## src/rtl/oclib_pkg.sv

```systemverilog
// Shared oclib types: the byte-wide bidirectional stream channel used between
// the UART and its clients.
package oclib_pkg;

    typedef struct packed {
        logic [7:0] data;
        logic       valid;
        logic       ready;
    } bc_8b_bidi_s;

endpackage

```

## src/rtl/oclib_uart_pkg.sv

```systemverilog
// UART console helpers: ASCII constants, command parser state/error enums and
// hex <-> ASCII conversion functions.
package oclib_uart_pkg;

    localparam logic [7:0] AsciiCr       = 8'h0d;
    localparam logic [7:0] AsciiLf       = 8'h0a;
    localparam logic [7:0] AsciiSp       = 8'h20;
    localparam logic [7:0] AsciiTab      = 8'h09;
    localparam logic [7:0] AsciiQuestion = 8'h3f;
    localparam logic [7:0] AsciiBang     = 8'h21;
    localparam logic [7:0] AsciiO        = 8'h4f;
    localparam logic [7:0] AsciiK        = 8'h4b;
    localparam logic [7:0] AsciiLowerR   = 8'h72;
    localparam logic [7:0] AsciiLowerW   = 8'h77;

    typedef enum logic [2:0] {StIdle, StArg, StFlush, StExec, StResp} cmd_state_e;
    typedef enum logic [1:0] {ErrNone, ErrSyntax, ErrCsr} cmd_err_e;

    function automatic logic isHex(input logic [7:0] c);
        return (c >= 8'h30 && c <= 8'h39) || (c >= 8'h41 && c <= 8'h46) ||
               (c >= 8'h61 && c <= 8'h66);
    endfunction

    // Letters: low nibble of 'A'/'a' is 1, so adding 9 yields 10..15.
    function automatic logic [3:0] asciiToNibble(input logic [7:0] c);
        return (c <= 8'h39) ? c[3:0] : c[3:0] + 4'd9;
    endfunction

    function automatic logic [7:0] nibbleToAscii(input logic [3:0] n);
        return (n < 4'd10) ? 8'h30 + {4'h0, n} : 8'h37 + {4'h0, n};
    endfunction

endpackage

```

## src/rtl/oclib_uart_cmd_parser.sv

```systemverilog
// ASCII console: parses "R addr" / "W addr data" lines into CSR transactions
// and answers with hex read data, "OK", "?" (syntax) or "!" (CSR error/timeout).
module oclib_uart_cmd_parser
    import oclib_pkg::*;
    import oclib_uart_pkg::*;
#(
    parameter int TimeoutCycles = 1024,
    parameter int AddressWidth  = 32
) (
    input  logic                    clock,
    input  logic                    reset,
    input  bc_8b_bidi_s             bcIn,
    output bc_8b_bidi_s             bcOut,
    output logic [AddressWidth-1:0] csrAddress,
    output logic [31:0]             csrWdata,
    output logic                    csrRead,
    output logic                    csrWrite,
    input  logic [31:0]             csrRdata,
    input  logic                    csrReady,
    input  logic                    csrError,
    output logic                    busy
);

    localparam int TimerW = $clog2(TimeoutCycles + 1);

    cmd_state_e        state, stateNext;
    cmd_err_e          err, errNext;
    logic              readyEn, opWrite;
    logic [31:0]       acc, arg0, arg1, rdataQ, addrSel, wdataSel, txShift;
    logic [3:0]        digits, txIdx;
    logic [1:0]        argCnt, cntAfter;
    logic [TimerW-1:0] timer;
    logic [7:0]        rxByte, txByte;
    logic              rxReady, rxFire, txFire, isWs, isTerm, isHexDigit;
    logic              isRead, isWrite, pending, cmdOk, lastByte, timeoutHit;

    always_comb begin
        rxByte     = bcIn.data;
        isWs       = (rxByte == AsciiSp) || (rxByte == AsciiTab);
        isTerm     = (rxByte == AsciiCr) || (rxByte == AsciiLf);
        isHexDigit = isHex(rxByte);
        // Setting bit 5 folds upper case onto lower case for the opcode letters.
        isRead     = (rxByte | 8'h20) == AsciiLowerR;
        isWrite    = (rxByte | 8'h20) == AsciiLowerW;
        pending    = digits != 4'd0;
        cntAfter   = argCnt + {1'b0, pending};
        cmdOk      = opWrite ? (cntAfter == 2'd2) : (cntAfter == 2'd1);
        addrSel    = (argCnt == 2'd0) ? acc : arg0;
        wdataSel   = (argCnt == 2'd1) ? acc : arg1;
        rxReady    = readyEn && (state == StIdle || state == StArg || state == StFlush);
        rxFire     = bcIn.valid && rxReady;
        txFire     = (state == StResp) && bcIn.ready;
        timeoutHit = timer == TimerW'(TimeoutCycles - 1);
        txShift    = rdataQ << {txIdx[2:0], 2'b00};

        txByte = AsciiLf;
        if (err != ErrNone) begin
            if (txIdx == 4'd0)      txByte = (err == ErrSyntax) ? AsciiQuestion : AsciiBang;
            else if (txIdx == 4'd1) txByte = AsciiCr;
        end else if (opWrite) begin
            if (txIdx == 4'd0)      txByte = AsciiO;
            else if (txIdx == 4'd1) txByte = AsciiK;
            else if (txIdx == 4'd2) txByte = AsciiCr;
        end else begin
            if (txIdx < 4'd8)       txByte = nibbleToAscii(txShift[31:28]);
            else if (txIdx == 4'd8) txByte = AsciiCr;
        end
        lastByte = txByte == AsciiLf;

        bcOut.data  = (state == StResp) ? txByte : 8'h00;
        bcOut.valid = state == StResp;
        bcOut.ready = rxReady;
        csrRead     = (state == StExec) && !opWrite;
        csrWrite    = (state == StExec) && opWrite;
        busy        = state != StIdle;
    end

    always_comb begin
        stateNext = state;
        errNext   = err;
        case (state)
            StIdle: begin
                if (rxFire && !isWs && !isTerm) begin
                    if (isRead || isWrite) begin
                        stateNext = StArg;
                    end else begin
                        stateNext = StFlush;
                        errNext   = ErrSyntax;
                    end
                end
            end
            StArg: begin
                if (rxFire) begin
                    if (isWs) begin
                        if (pending && argCnt == 2'd2) begin
                            stateNext = StFlush;
                            errNext   = ErrSyntax;
                        end
                    end else if (isTerm) begin
                        // The terminator is already consumed, so a bad count answers directly.
                        if (cmdOk) begin
                            stateNext = StExec;
                        end else begin
                            stateNext = StResp;
                            errNext   = ErrSyntax;
                        end
                    end else if (!isHexDigit) begin
                        stateNext = StFlush;
                        errNext   = ErrSyntax;
                    end
                end
            end
            StFlush: begin
                if (rxFire && isTerm) stateNext = StResp;
            end
            StExec: begin
                if (csrReady) begin
                    stateNext = StResp;
                    if (csrError) errNext = ErrCsr;
                end else if (timeoutHit) begin
                    stateNext = StResp;
                    errNext   = ErrCsr;
                end
            end
            StResp: begin
                if (txFire && lastByte) begin
                    stateNext = StIdle;
                    errNext   = ErrNone;
                end
            end
            default: stateNext = StIdle;
        endcase
    end

    always_ff @(posedge clock or posedge reset) begin
        if (reset) begin
            state      <= StIdle;
            err        <= ErrNone;
            readyEn    <= 1'b0;
            opWrite    <= 1'b0;
            acc        <= '0;
            digits     <= '0;
            argCnt     <= '0;
            arg0       <= '0;
            arg1       <= '0;
            rdataQ     <= '0;
            txIdx      <= '0;
            timer      <= '0;
            csrAddress <= '0;
            csrWdata   <= '0;
        end else begin
            state   <= stateNext;
            err     <= errNext;
            readyEn <= 1'b1;
            case (state)
                StIdle: begin
                    if (rxFire && (isRead || isWrite)) opWrite <= isWrite;
                end
                StArg: begin
                    if (rxFire) begin
                        if (isHexDigit) begin
                            acc <= {acc[27:0], asciiToNibble(rxByte)};
                            if (digits != 4'd8) digits <= digits + 4'd1;
                        end else if ((isWs || isTerm) && pending && argCnt != 2'd2) begin
                            if (argCnt == 2'd0) arg0 <= acc;
                            else                arg1 <= acc;
                            argCnt <= argCnt + 2'd1;
                            acc    <= '0;
                            digits <= '0;
                        end
                        if (isTerm && cmdOk) begin
                            csrAddress <= addrSel[AddressWidth-1:0];
                            if (opWrite) csrWdata <= wdataSel;
                            timer <= '0;
                        end
                    end
                end
                StExec: begin
                    timer <= timer + TimerW'(1);
                    if (csrReady && !csrError) rdataQ <= csrRdata;
                end
                StResp: begin
                    if (txFire) begin
                        if (lastByte) begin
                            txIdx  <= '0;
                            acc    <= '0;
                            digits <= '0;
                            argCnt <= '0;
                        end else begin
                            txIdx <= txIdx + 4'd1;
                        end
                    end
                end
                default: ;
            endcase
        end
    end

endmodule

```

## config.mk

```make
export PLATFORM = sky130hd
export DESIGN_NAME = oclib_uart_cmd_parser
export DESIGN_NICKNAME = d
export VERILOG_FILES = /design/src/rtl/oclib_pkg.sv /design/src/rtl/oclib_uart_pkg.sv /design/src/rtl/oclib_uart_cmd_parser.sv
export SDC_FILE = /design/constraint.sdc
export NUM_CORES = 1
export LEC_CHECK = 0
export BUFFER_PORTS_ARGS = -buffer_cell sky130_fd_sc_hd__buf_4
export CAP_MARGIN = 20
export CORE_ASPECT_RATIO = 1.5
export CORE_UTILIZATION = 63
export DETAILED_ROUTE_END_ITERATION = 7
export HOLD_SLACK_MARGIN = 0.03
export PLACE_DENSITY = 0.85
export SYNTH_ARGS = -nofsm -noshare
export SYNTH_HDL_FRONTEND = slang
export SYNTH_SLANG_ARGS = --single-unit
```

## constraint.sdc

```tcl
create_clock -name clock -period 13.6 [get_ports clock]
set_input_delay 1.36 -clock clock [delete_from_list [all_inputs] [get_ports clock]]
set_output_delay 1.36 -clock clock [all_outputs]
set_load 0.01 [all_outputs]
```

; ---- Yosys cells after proc, flatten, opt, wreduce, memory -nomap -nowiden
; Cells that the tools add are included.
[classes]
order_cmp = 8
bitwise_logic = 2
addsub = 8
n_reduce_logical = 52
n_eq_ne = 39
n_mux = 65
shift = 1
[op_table]
columns = op, n
row1 = $mux 32, 7
row2 = $pmux 32 s2, 1
row3 = $mux 3, 14
row4 = $mux 2, 18
row5 = $eq 8x4->1 const B, 4
row6 = $mux 4, 8
row7 = $mux 8, 4
row8 = $shl 32x5->32, 1
row9 = $mux 7, 4
row10 = $mux 11, 2
row11 = $pmux 11 s2, 1
row12 = $logic_and 1x1->1, 18
row13 = $ge 8x7->1 const B, 2
row14 = $le 8x7->1 const B, 2
row15 = $pmux 3 s5, 1
row16 = $add 6x4->7 const A, 2
row17 = $eq 7x6->1 const B, 2
row18 = $ne 2x1->1 const B, 7
row19 = $ne 4x4->1 const B, 3
row20 = $reduce_and 6->1, 2
row21 = $add 11x1->11 const B, 1
row22 = $eq 11x10->1 const B, 1
row23 = $reduce_and 10->1, 1
row24 = $reduce_and 5->1, 2
row25 = other kinds (37), 67
[word_totals]
in_bits = 46
ff_bits = 220
word_cells = 189
out_inout_bits = 77

; ---- Depth between registers and ports, before layout
[logic_depth]
word_depth = 10
depth_mapped = 12
ltp_nobuf = 10

; ---- Worst setup path after synthesis
; No wires, ideal clock.
[synth_timing]
path_type = flip-flop to output port
start = reg txIdx[0]
end = out bcOut[3] (netlist bit)
path_slack_ps = 9644
t_arrival_ps = 2596
stages_incl_launch_ff = 8
n_path_buf = 1
t_required_ps = 12240
path_cell_list = dfrtp_1 -> buf_2 -> mux4_2 -> mux2i_1 -> ha_1 -> a22oi_1 -> nor3_1 -> a2111oi_0
[synth_rtl]
columns = element, line
row1 = "start, declared", oclib_uart_cmd_parser.sv:30  ; logic [3:0] digits, txIdx;
row2 = "start signal, assigned", oclib_uart_cmd_parser.sv:190  ; txIdx <= txIdx + 4'd1;
row3 = "end, declared", oclib_uart_cmd_parser.sv:13  ; output bc_8b_bidi_s bcOut,

==> flow_metrics.tcl <==
set metrics [dict create \
    outcome "completed" \
    num_io_pins 123 \
    maxSlewViolCount 0 \
    dieArea_mm2 0.0171 \
    ys_async_sr_fraction 1.00 \
    leakage_nw 5.82 \
    fin_crit_sh 0.351 \
    cts_buffers 21 \
    cp_slowest_cell "dfrtp_1" \
    timing.final.ws_setup_ns 8.83 \
    ir_worst_vdd_mv 0.120 \
    report.final.hold_viol_count 0 \
    areaGrowthSynthToFinish_pct 16.0 \
    clock.fmax_mhz 210 \
    tns_ns 0 \
    finalCriticalPeriod_ns 4.77 \
    r2r_start "txIdx[0]$_DFFE_PP0P_" \
    synthTopCellsByCount "220 x dfrtp_1, 153 x nand2_1, 80 x o21ai_1, 72 x mux2i_1, 69 x mux2_2" \
    nFillCells 1079 \
    max_cap_viol_count 0 \
    critical_path_class "reg -> out" \
    route.detailed.drc 0 \
    antenna_found_initial 0 \
    r2r_slack_ns 10.27 \
    grt_first_pass_wirelength_um 37400 \
    drive_gt1_frac 0.278 \
    ys_seq_elements 220 \
    grt-ovfl-total 0 \
    diodes 0 \
    netlist_area_mm2 0.0105 \
    clock-root-buffer "clkbuf_16" \
    firstDrtPassIters 5 \
    h-tree-depth 1 \
    cp-start-kind "flip-flop" \
    critPathCaptureType "primary output" \
    path_cells "mux4_2 > mux2i_1 > ha_1 > a22oi_1 > nor3_1 > a2111oi_0 > buf_4" \
    p_per_area_mw_per_mm2 133 \
    synth.avg_cell_area_um2 11.3 \
    gp_congestion 0.920 \
    syn-num-nets 989 \
    drt-wirelength-per-cell_um 18.0 \
    grt_start_max_net_pins 159 \
    grt_setup_unrepaired "no" \
    synth_top_area_frac 0.527 \
    fp.dieH_um 160 \
    clock_sinks 220 \
    worst_pin_slew_ns 1.12 \
    yosysTopAreaCell "dfrtp_1" \
    rr_worst_depth 9 \
    min_from "csrAddress[28]$_DFFE_PP0P_" \
    holdPathEnd "csrAddress[28]$_DFFE_PP0P_" \
    grt_pass1_vias 7750 \
    yosysMostFrequentCell "dfrtp_1" \
    synth-seq-area-share 0.527 \
    path_delay_family "multiplexers" \
    finalSetupViolCount 0 \
    postCtsSetupRepairBufs 0 \
    vias 7384 \
    nNetsFinal 1086 \
    core_mm2 0.0162 \
    drt-vias-per-instance 5.94 \
    clockBufferDepth 3 \
    drt_iter0_drc 433 \
    die_x_um 107 \
    critPathMaxStageDelay_ns 0.75 \
    grt.total_usage 0.272 \
    io_buffer_count 121 \
    cts_tree "built" \
    post-dp-hpwl_um 14500 \
    slew_headroom 0.254 \
    cp.arrival_ns 3.41 \
    row_count 57 \
    synthFlopType "dfrtp_1" \
    yosysWarnings 0 \
    cp.required_ns 12.24 \
    synth-edff-count 0 \
    synth_cell_types 70 \
    postCtsHoldBufs 0 \
    synth_area_leaders "dfrtp_1 53%, mux2_2 7.4%, mux2i_1 6.9%" \
    finalClockSkew_ns 0.0145 \
    pre_cts_ws_ns 9.36 \
    critPathMaxFanout 12 \
    drt_wl_total_um 22400 \
    synth_cells 927 \
    path_clk_slew_ns 0.06 \
    initial_utilization 0.646 \
    crit_buf_inv 1 \
    whs_path_depth 2 \
    clk_latency_ns 0.50 \
    antenna_left 0 \
    r2r-end "digits[3]$_DFFE_PP0P_" \
    whs_ns 0.483 \
    cts_resized 0 \
    hp-class "reg -> reg" \
]
==> layer usage <==
layer | track usage | share of wire
met2 | 0.493 | 0.54
met3 | 0.0457 | 0.054
met4 | 0.0922 | 0.026
met1 | 0.322 | 0.38
met5 | 0 | 0
==> worst max-delay path by stage <==
stage | slack [ns] | cells past startpoint | from | end
after floorplan | 6.22 | 1 | reset | acc[0]$_DFFE_PP0P_
after global placement | 9.51 | 8 | bcIn[3] | arg1[31]$_DFFE_PP0P_
after detailed placement | 9.36 | 7 | txIdx[0]$_DFFE_PP0P_ | bcOut[3]
after CTS | 8.80 | 7 | txIdx[0]$_DFFE_PP0P_ | bcOut[3]
after global routing | 8.61 | 7 | txIdx[0]$_DFFE_PP0P_ | bcOut[3]
final | 8.83 | 7 | txIdx[0]$_DFFE_PP0P_ | bcOut[3]
==> power by group <==
part	switching (mW)	internal, mW
Sequential	0.0444	0.681
Clock	0.246	0.300
Combinational	0.184	0.153
Total	0.474	1.13
==> layout by cell type, fill, tap and decap left out, types with 3 or more instances in the layout <==
cell and count:
clkbuf_1 7, o22ai_1 3, buf_16 3, clkinv_2 3, nand3b_1 3, ha_1 14, a21oi_1 10, nand3_1 20
xnor2_1 4, nand2b_1 5, a22o_1 5, o31ai_1 3, nand4_1 6, xor2_1 4, or3_1 4, and3_1 6
inv_1 16, buf_4 125, mux2i_1 72, nor3_1 5, nor2_1 36, mux2_4 30, mux2_2 69, o21ai_0 40
o21ai_1 80, dfrtp_1 220, mux4_2 8, clkbuf_16 21, nor4_1 3, nand2_1 153
==> final cells by class <==
| type | count | area (um^2) | area share |
|---|---|---|---|
| clock buffers | 30 | 579 | 0.0478 |
| clock inverters | 7 | 55.1 | 0.00454 |
| inverters | 17 | 71.3 | 0.00588 |
| multi-input cells | 634 | 4590 | 0.379 |
| flip-flops and latches | 220 | 5510 | 0.454 |
| well taps | 206 | 258 | 0.0213 |
| repair buffers | 130 | 1060 | 0.0875 |
==> tightest hold or removal path, stage by stage, from the launching register on <==
cell	delay (ns)
dfrtp_1	0.34
nand2_1	0.04
o21ai_0	0.06
==> per-stage QoR <==
| step | instance area [um^2] | std cells | power, mW | utilization |
|---|---|---|---|---|
| 2_1_floorplan | 10500 | 927 | 0.983 | - |
| 6_report | 12100 | 1244 | 1.61 | 0.749 |
| 3_5_place_dp | 11400 | 1202 | 1.07 | 0.702 |
| 4_1_cts | 12000 | 1239 | 1.61 | 0.741 |
| 5_1_grt | 12100 | 1244 | 1.68 | 0.749 |
| 3_3_place_gp | 11400 | 1202 | 1.06 | 0.702 |
==> registers in the layout, indices dropped and copies added (netlist names), 11 cells and up <==
register    count
acc            32
arg0           32
arg1           32
csrAddress     32
csrWdata       32
rdataQ         32
timer          11
==> logic make-up (layout without fill, tap and decap cells) <==
kind of cell               count (synthesis)  in the layout  synth area share
AOI/OAI and AO/OA                        162            162            0.0904
muxes                                    181            181             0.206
buffers and inverters                     73            184            0.0353
adders and majority gates                 16             16            0.0191
DFF                                      220            220             0.527
other                                      2              2          0.000718
and+or+nand+nor                          265            265             0.115
xor gates and xnor gates                   8              8           0.00670
Power figures use the tool's default switching activity.
